**src/rtl/arb_21_ctrl_pkg.sv**
```systemverilog
// Shared definitions for the two-requester arbiter: FSM encoding and default sizing.
package arb_21_defs;

  localparam int DEF_WIDTH     = 8;
  localparam int DEF_MAX_BEATS = 16;

  // Grant states; encodings are fixed so checkers can decode state_dbg directly.
  typedef enum logic [1:0] {
    IDLE = 2'b00,
    GNT0 = 2'b01,
    GNT1 = 2'b10
  } state_e;

endpackage

```
**src/rtl/arb_21_ctrl_if.sv**
```systemverilog
// Bundle of requester-side and downstream-side beat signals for arb_21_ctrl.
//
// Handshake: a beat moves across a channel on a rising clk edge where that
// channel's valid and ready are both high. A source keeps valid/data/last
// stable until the beat is taken. Ready never depends on the source's own valid.
interface arb_21_ctrl_if #(parameter int WIDTH = 8);

  logic             in_valid_0;
  logic             in_valid_1;
  logic [WIDTH-1:0] in_data_0;
  logic [WIDTH-1:0] in_data_1;
  logic             in_last_0;
  logic             in_last_1;
  logic             in_ready_0;
  logic             in_ready_1;
  logic             out_valid;
  logic [WIDTH-1:0] out_data;
  logic             out_last;
  logic             out_ready;
  logic             sel;
  logic             busy;

  // Arbiter side.
  modport slave (
    input  in_valid_0, in_valid_1, in_data_0, in_data_1, in_last_0, in_last_1,
    input  out_ready,
    output in_ready_0, in_ready_1, out_valid, out_data, out_last, sel, busy
  );

  // Environment side (requesters plus downstream sink).
  modport master (
    output in_valid_0, in_valid_1, in_data_0, in_data_1, in_last_0, in_last_1,
    output out_ready,
    input  in_ready_0, in_ready_1, out_valid, out_data, out_last, sel, busy
  );

endinterface

```
**src/rtl/arb_21_ctrl_mux_21w.sv**
```systemverilog
// WIDTH-bit 2:1 multiplexer used for the data, last and valid output paths.
module mux_21w #(
  parameter int WIDTH = 8
) (
  input  logic [WIDTH-1:0] in_0,
  input  logic [WIDTH-1:0] in_1,
  input  logic             sel,
  output logic [WIDTH-1:0] mux_out
);

  // Pure combinational select.
  always_comb begin
    mux_out = sel ? in_1 : in_0;
  end

endmodule

```
**src/rtl/arb_21_ctrl.sv**
```systemverilog
// Two-requester burst arbiter: round-robin on ties, a grant is held for a whole
// burst (until last) or until MAX_BEATS beats, then handed over without a bubble.
module arb_21_ctrl
  import arb_21_defs::*;
#(
  parameter int WIDTH     = DEF_WIDTH,
  parameter int MAX_BEATS = DEF_MAX_BEATS
) (
  input  logic            clk,
  input  logic            rst_n,
  arb_21_ctrl_if.slave    bus,
  output state_e          state_dbg
);

  localparam int CW = $clog2(MAX_BEATS + 1);

  state_e          state_q, state_d;
  logic            sel_q, sel_d;
  logic            rr_last_q, rr_last_d;  // requester served most recently
  logic [CW-1:0]   cnt_q, cnt_d;          // beats moved in the current grant

  logic            busy_w;
  logic            mux_valid;
  logic            xfer;
  logic [CW-1:0]   cnt_inc;
  logic            limit_hit;
  logic            rel;

  // Output steering; sel already matches the granted requester in GNTx.
  mux_21w #(.WIDTH(WIDTH)) u_mux_data (
    .in_0(bus.in_data_0), .in_1(bus.in_data_1), .sel(sel_q), .mux_out(bus.out_data)
  );
  mux_21w #(.WIDTH(1)) u_mux_last (
    .in_0(bus.in_last_0), .in_1(bus.in_last_1), .sel(sel_q), .mux_out(bus.out_last)
  );
  mux_21w #(.WIDTH(1)) u_mux_valid (
    .in_0(bus.in_valid_0), .in_1(bus.in_valid_1), .sel(sel_q), .mux_out(mux_valid)
  );

  assign busy_w         = (state_q != IDLE);
  assign bus.busy       = busy_w;
  assign bus.sel        = sel_q;
  assign bus.out_valid  = busy_w & mux_valid;
  assign bus.in_ready_0 = bus.out_ready & (state_q == GNT0);
  assign bus.in_ready_1 = bus.out_ready & (state_q == GNT1);
  assign state_dbg      = state_q;

  assign xfer      = bus.out_valid & bus.out_ready;
  assign cnt_inc   = cnt_q + CW'(1);
  assign limit_hit = (cnt_inc == CW'(MAX_BEATS));
  assign rel       = xfer & (bus.out_last | limit_hit);

  // Next-state: grant selection in IDLE, release/hand-over in GNTx.
  always_comb begin
    state_d   = state_q;
    sel_d     = sel_q;
    rr_last_d = rr_last_q;
    cnt_d     = cnt_q;
    case (state_q)
      IDLE: begin
        // On a tie requester 0 wins only if requester 1 was served last.
        if (bus.in_valid_0 && (!bus.in_valid_1 || rr_last_q)) begin
          state_d = GNT0;
          sel_d   = 1'b0;
          cnt_d   = '0;
        end else if (bus.in_valid_1) begin
          state_d = GNT1;
          sel_d   = 1'b1;
          cnt_d   = '0;
        end
      end
      GNT0: begin
        if (rel) begin
          rr_last_d = 1'b0;
          cnt_d     = '0;
          if (bus.in_valid_1) begin
            state_d = GNT1;
            sel_d   = 1'b1;
          end else begin
            state_d = IDLE;
          end
        end else if (xfer) begin
          cnt_d = cnt_inc;
        end
      end
      GNT1: begin
        if (rel) begin
          rr_last_d = 1'b1;
          cnt_d     = '0;
          if (bus.in_valid_0) begin
            state_d = GNT0;
            sel_d   = 1'b0;
          end else begin
            state_d = IDLE;
          end
        end else if (xfer) begin
          cnt_d = cnt_inc;
        end
      end
      default: begin
        state_d = IDLE;
        cnt_d   = '0;
      end
    endcase
  end

  // State registers; reset makes requester 0 win the first tie.
  always_ff @(posedge clk or negedge rst_n) begin
    if (!rst_n) begin
      state_q   <= IDLE;
      sel_q     <= 1'b0;
      rr_last_q <= 1'b1;
      cnt_q     <= '0;
    end else begin
      state_q   <= state_d;
      sel_q     <= sel_d;
      rr_last_q <= rr_last_d;
      cnt_q     <= cnt_d;
    end
  end

endmodule

```
**src/flat_wrapper.sv**
```systemverilog
// flat-port wrapper written by rule: the top's interface ports become plain ports
module arb_21_ctrl_flat import arb_21_defs::*;
#(
  parameter int WIDTH     = DEF_WIDTH,
  parameter int MAX_BEATS = DEF_MAX_BEATS
)
  (clk, rst_n, state_dbg, bus_in_valid_0, bus_in_valid_1, bus_in_data_0, bus_in_data_1, bus_in_last_0, bus_in_last_1, bus_out_ready, bus_in_ready_0, bus_in_ready_1, bus_out_valid, bus_out_data, bus_out_last, bus_sel, bus_busy);
  arb_21_ctrl_if #(.WIDTH(WIDTH)) bus_i ();
  input  logic clk;
  input  logic rst_n;
  output state_e state_dbg;
  input wire logic [$bits(bus_i.in_valid_0)-1:0] bus_in_valid_0;
  input wire logic [$bits(bus_i.in_valid_1)-1:0] bus_in_valid_1;
  input wire logic [$bits(bus_i.in_data_0)-1:0] bus_in_data_0;
  input wire logic [$bits(bus_i.in_data_1)-1:0] bus_in_data_1;
  input wire logic [$bits(bus_i.in_last_0)-1:0] bus_in_last_0;
  input wire logic [$bits(bus_i.in_last_1)-1:0] bus_in_last_1;
  input wire logic [$bits(bus_i.out_ready)-1:0] bus_out_ready;
  output wire logic [$bits(bus_i.in_ready_0)-1:0] bus_in_ready_0;
  output wire logic [$bits(bus_i.in_ready_1)-1:0] bus_in_ready_1;
  output wire logic [$bits(bus_i.out_valid)-1:0] bus_out_valid;
  output wire logic [$bits(bus_i.out_data)-1:0] bus_out_data;
  output wire logic [$bits(bus_i.out_last)-1:0] bus_out_last;
  output wire logic [$bits(bus_i.sel)-1:0] bus_sel;
  output wire logic [$bits(bus_i.busy)-1:0] bus_busy;
  assign bus_i.in_valid_0 = bus_in_valid_0;
  assign bus_i.in_valid_1 = bus_in_valid_1;
  assign bus_i.in_data_0 = bus_in_data_0;
  assign bus_i.in_data_1 = bus_in_data_1;
  assign bus_i.in_last_0 = bus_in_last_0;
  assign bus_i.in_last_1 = bus_in_last_1;
  assign bus_i.out_ready = bus_out_ready;
  assign bus_in_ready_0 = bus_i.in_ready_0;
  assign bus_in_ready_1 = bus_i.in_ready_1;
  assign bus_out_valid = bus_i.out_valid;
  assign bus_out_data = bus_i.out_data;
  assign bus_out_last = bus_i.out_last;
  assign bus_sel = bus_i.sel;
  assign bus_busy = bus_i.busy;
  arb_21_ctrl #(.WIDTH(WIDTH), .MAX_BEATS(MAX_BEATS)) u_core (.clk(clk), .rst_n(rst_n), .bus(bus_i), .state_dbg(state_dbg));
endmodule
```
**config.mk**
```make
export PLATFORM = sky130hd
export DESIGN_NAME = arb_21_ctrl_flat
export DESIGN_NICKNAME = d
export VERILOG_FILES = /design/src/rtl/arb_21_ctrl_pkg.sv /design/src/rtl/arb_21_ctrl_if.sv /design/src/rtl/arb_21_ctrl_mux_21w.sv /design/src/rtl/arb_21_ctrl.sv /design/src/flat_wrapper.sv
export SDC_FILE = /design/constraint.sdc
export NUM_CORES = 1
export LEC_CHECK = 0
export ABC_AREA = 1
export CAP_MARGIN = 20
export CORE_ASPECT_RATIO = 0.9
export CORE_MARGIN = 4
export CORE_UTILIZATION = 43
export CTS_CLUSTER_SIZE = 10
export DETAILED_ROUTE_END_ITERATION = 16
export PLACE_DENSITY = 0.85
export SLEW_MARGIN = 20
export SYNTH_ARGS = -nofsm -noshare
export SYNTH_HDL_FRONTEND = slang
export SYNTH_SLANG_ARGS = --single-unit
```
**constraint.sdc**
```tcl
create_clock -name clk -period 3.9 [get_ports clk]
set_input_delay 1.17 -clock clk [delete_from_list [all_inputs] [get_ports clk]]
set_output_delay 1.17 -clock clk [all_outputs]
set_load 0.005 [all_outputs]
```
## After elaboration in Yosys (flattened, before gate mapping)

Index checks and enable logic that the tools add are counted.

- Input port bits: 23
- Logic and storage cells: 55
- Flip-flop bits (word level): 9
- Output and inout bits: 16

- Equal/unequal tests: 8
- Reduce and logical (&&, ||, !) cells: 12
- Add/subtract/negate cells: 1
- Bitwise operators: 6
- Mux-type cells: 24

Operator list:

| cell | number |
|---|---|
| 5-bit two-way mux | 4 |
| 1-bit two-way mux | 10 |
| 2-bit two-way mux | 5 |
| 5-bit one-hot mux with 2 select lines | 1 |
| 8-bit two-way mux | 1 |
| 2-bit one-hot mux with 3 select lines | 1 |
| 3-bit AND reduction | 2 |
| 5-bit by 1-bit adder with 5-bit output (second input constant) | 1 |
| 1-bit AND | 5 |
| 5-bit equality test (second input constant) | 1 |
| 2-bit by 1-bit != test with 1-bit output (second input constant) | 2 |
| 4-bit AND reduction | 1 |
| 2-bit nonzero test | 2 |
| 3-bit by 1-bit != test with 1-bit output (second input constant) | 1 |
| 3-bit by 2-bit != test with 1-bit output (second input constant) | 1 |
| 1-bit one-hot mux with 3 select lines | 1 |
| 3-bit nonzero test | 1 |
| 2-bit by 1-bit equality test with 1-bit output (second input constant) | 1 |
| 2-bit equality test (second input constant) | 1 |
| 2-bit logical NOT | 1 |
| 2-bit != test (second input constant) | 1 |
| 1-bit one-hot mux with 2 select lines | 1 |
| 2-bit AND reduction | 1 |
| 2-bit OR reduction | 1 |
| 4 further kinds | 4 |

## Longest topological paths before layout

Gate-level depths: netlist of the first run.

- Word-level depth: 6
- Depth in mapped cells: 11
- Gate-level depth less buffers: 11

## Cells and area by module

From an unflattened synthesis of the first run, not the netlist that was laid out.

- Cell total of the unflattened synthesis: 127
- Area, all modules: 805.8 sq um

Modules (own cells, without submodules):

| module | cells an instance | area an instance (sq um) | seq. area each (sq um) | times used |
|---|---|---|---|---|
| arb_21_ctrl | 93 | 670.6 | 226.5 | 1 |
| mux_21w (u_core.u_mux_data) | 26 | 105.1 | 0.0 | 1 |
| mux_21w (u_core.u_mux_last ...) | 4 | 15.0 | 0.0 | 2 |

## Worst setup path before layout of the first run

No wires, ideal clock.

- Path type: input port to output port
- From: input port bus_in_last_1
- To: output port bus_out_last
- Setup slack: 1213 ps
- Stages: 3
- Arrival time: 1517 ps
- Data required time: 2730 ps
- Buffers on the path: 0
- Path through: or2_0 o21ai_1 inv_1

- Longest elaborated chain between the ends: 1

Ends and longest elaborated chain:

| element | RTL line | text |
|---|---|---|
| from (decl) | flat_wrapper.sv:17 | `input wire logic [$bits(bus_i.in_last_1)-1:0] bus_in_last_1;` |
| 1-bit two-way mux | arb_21_ctrl_mux_21w.sv:13 | `mux_out = sel ? in_1 : in_0;` |
| to (decl) | flat_wrapper.sv:23 | `output wire logic [$bits(bus_i.out_last)-1:0] bus_out_last;` |

No other way between the ends.

## Worst setup path in the final report of the first run

- From: input port bus_in_valid_1
- To: output port bus_out_valid

- Longest elaborated chain between the ends: 2

Ends and longest elaborated chain:

| element | RTL line | text |
|---|---|---|
| from (decl) | flat_wrapper.sv:13 | `input wire logic [$bits(bus_i.in_valid_1)-1:0] bus_in_valid_1;` |
| 1-bit two-way mux | arb_21_ctrl_mux_21w.sv:13 |  |
| 1-bit AND | arb_21_ctrl.sv:43 | `assign bus.out_valid = busy_w & mux_valid;` |
| to (decl) | flat_wrapper.sv:21 | `output wire logic [$bits(bus_i.out_valid)-1:0] bus_out_valid;` |

No other way between the ends.

==> flow_summary.json, run 1 <==
{
  "dieArea_um2": 2607,
  "io-pin-count": 39,
  "fin_crit_ps": 3672,
  "ctsHoldBuffers": 0,
  "register_area_um2": 226.5,
  "critPathMaxFanout": 5,
  "core_area_um2": 1717,
  "final_common_cell": "nand2_1",
  "synth_top_family_by_area": "simple AND/OR/NAND/NOR gates",
  "p_comb_share_pct": 67.4,
  "max_freq_ghz": 0.2723,
  "tns_ps": 0,
  "synthMuxAreaShare_pct": 0,
  "grtUsageTotal_pct": 17.83,
  "antenna_cells": 0,
  "grt_max_degree": 15,
  "p_clk_share_pct": 10.0,
  "ant_nets": 0,
  "post-cts-setup-buffers": 0,
  "ctsResizeCount": 0,
  "fin_skew_ps": 10.49,
  "yosys_warnings": 0,
  "required_ps": 2730,
  "p_int_mw": 0.4018,
  "final_util_pct": 71.43,
  "wl_per_cell_um": 11.72,
  "drt_first_pass_iters": 4,
  "synth_compound_area_share_pct": 5.651,
  "layout_common_cells": "nand2_1, clkdlybuf4s50_1, inv_1",
  "cts_buffers": 3,
  "netlist_area_um2": 797.0,
  "fillerInstances": 151,
  "crit_arrival_ps": 2500,
  "worstRegToRegCells": 8,
  "drive_gt1_share_pct": 7.831,
  "clockBufferDepth": 2,
  "finalHoldViolCount": 0,
  "gp_routability_congestion": 0.8629,
  "viasPerCell": 4.953,
  "slew_headroom_pct": 70.65,
  "syn_avg_cell_area_um2": 6.326,
  "dr_total_vias": 941,
  "slew_violations": 0,
  "vdd_drop_max_v": 0.0004502,
  "crit_type": "primary input to output pin",
  "synth-simple-area-share_pct": 46.62,
  "worst_slew_pin_slew_ps": 440.2,
  "multi_input_area_um2": 491.7,
  "antenna_found_initial": 0,
  "grt_overflow": 0,
  "synth.distinct_cells": 21,
  "fin_crit_sh_pct": 94.16,
  "setup_violations": 0,
  "grt_pass1_vias": 831,
  "max_cap_viol_count": 0,
  "nNetsFinal": 196,
  "leakagePower_nw": 0.6486,
  "switchingPower_mw": 0.3378,
  "syn_inst": 126,
  "clkLatencyLatePin_ps": 270,
  "synthXorXnorAreaFrac_pct": 0,
  "status": "finished, final reports clean",
  "hpwl_um": 1773,
  "wl_um": 2226,
  "clock_sinks": 9,
  "p_per_area_nw_per_um2": 603.1,
  "cts.htree.levels": 1,
  "rsz0062_at_grt": "no",
  "initial_core_util_pct": 46.43,
  "drc": 0,
  "drtIter0Drc": 27,
  "num_rows": 14,
  "die_h_um": 48.85,
  "synthAdderAreaFrac_pct": 9.419,
  "worstSetupStartpointType": "primary input",
  "synth_fp_nets": 155,
  "tritoncts": "done",
  "clk_pin_slew_worst_paths_ps": 50,
  "grt_pass1_wl_um": 3519,
  "ys_seq_area_share_pct": 28.41,
  "area_delta_synth_final_pct": 53.85,
  "die-width_um": 53.38,
  "end_kind": "output pin",
  "hp-class": "flip-flop to flip-flop",
  "io_buffer_count": 38,
  "p_seq_share_pct": 22.6,
  "min_path_cells": 2,
  "synth_seq_cells": 9,
  "cts_root_buf": "clkbuf_4",
  "swShare_pct": 45.67
}
worst paths after layout:
| check | slack [ps] | endpoint | startpoint |
|---|---|---|---|
| max | 230 | bus_out_valid | bus_in_valid_1 |
| max in group asynchronous | 2370 | u_core.rr_last_q | rst_n |
| min in group asynchronous | 1190 | u_core.cnt_q[2] | rst_n |
| min | 460 | u_core.rr_last_q | u_core.rr_last_q |
| max reg2reg | 2170 | u_core.state_dbg[1] | u_core.bus.sel |
| min reg2reg | 460 | u_core.rr_last_q | u_core.rr_last_q |
power by group through the flow:
stage	logic [mW]	clock network [mW]	registers, mW
final	0.498	0.0739	0.167
after global routing	0.550	0.0823	0.172
after CTS	0.498	0.0742	0.167
after detailed placement	0.496	0	0.169
after global placement	0.478	0	0.167
after floorplan	0.295	0	0.153
layout make-up:
type / count / share of cell area (%)
Timing Repair Buffer: 38 / 31.02
Sequential cell: 9 / 18.47
Multi-Input combinational cell: 96 / 40.10
Tap cell: 24 / 2.449
Clock buffer: 4 / 2.143
Inverter: 19 / 5.816
registers in the layout, indices dropped and copies added, names as in the netlist:
signal and flops:
u_core.state_dbg 2, u_core.rr_last_q 1, u_core.cnt_q 5, u_core.bus.sel 1
through the flow:
step                worst slack, ps  instance area, um^2  cells  hold slack (ps)  total power [mW]
floorplan                      1213                797.0    126            441.8            0.4477
global placement              268.5                 1200    186            453.7            0.6445
detailed placement            230.2                 1200    186            456.0            0.6650
CTS                           227.9                 1226    190            464.8            0.7396
global route                  120.6                 1226    190            487.0            0.8049
finish                        227.7                 1226    190            462.7            0.7395
critical path, cell delays in order:
cell and delay [ps]:
clkdlybuf4s50_1 550, nor2_1 80, nor3_2 160, clkdlybuf4s50_1 540
metal layers:
| metal | vias up | global-route usage, % | share of wire, % |
|---|---|---|---|
| met1 | 425 | 20.11 | 40 |
| met2 | 37 | 31.22 | 53 |
| li1 | 473 | - | - |
| met5 | - | 0 | 0 |
| met4 | 0 | 4.255 | 0.67 |
| met3 | 6 | 6.116 | 6.3 |
cell usage after synthesis:
master    count  share of area, %
or2_0         1              0.79
inv_2         3               1.4
inv_1        15               7.1
nor2_1        5               2.4
or2_2         1              0.79
dfrtp_1       8                25
clkinv_1      1              0.47
a21oi_4       1               2.0
o21ai_1       1              0.63
nand2_2       1              0.79
a21oi_1       3               1.9
nand3_1       7               4.4
nand2_4       2               2.8
nand4_1       7               5.5
nor3_2        1               1.3
nand2_1      58                27
dfstp_2       1               3.3
ha_1          6               9.4
o221ai_1      1               1.1
nor3_1        1              0.63
clkbuf_1      2              0.94
cells by family after synthesis:
| group | Yosys count |
|---|---|
| AND/OR/NAND/NOR | 84 |
| buffers and inverters | 21 |
| flip-flops | 9 |
| AO/OA/AOI/OAI | 6 |
| adder cells (fa/ha/maj) | 6 |
Power figures use the tool's default switching activity.
==> run 2: changes to the inputs <==
Settings changed: SKIP_LAST_GASP from default to 1, SLEW_MARGIN 20 to 30.
==> results of run 2 <==
Same layout as run 1: the final DEF is identical, and so are final timing and power.
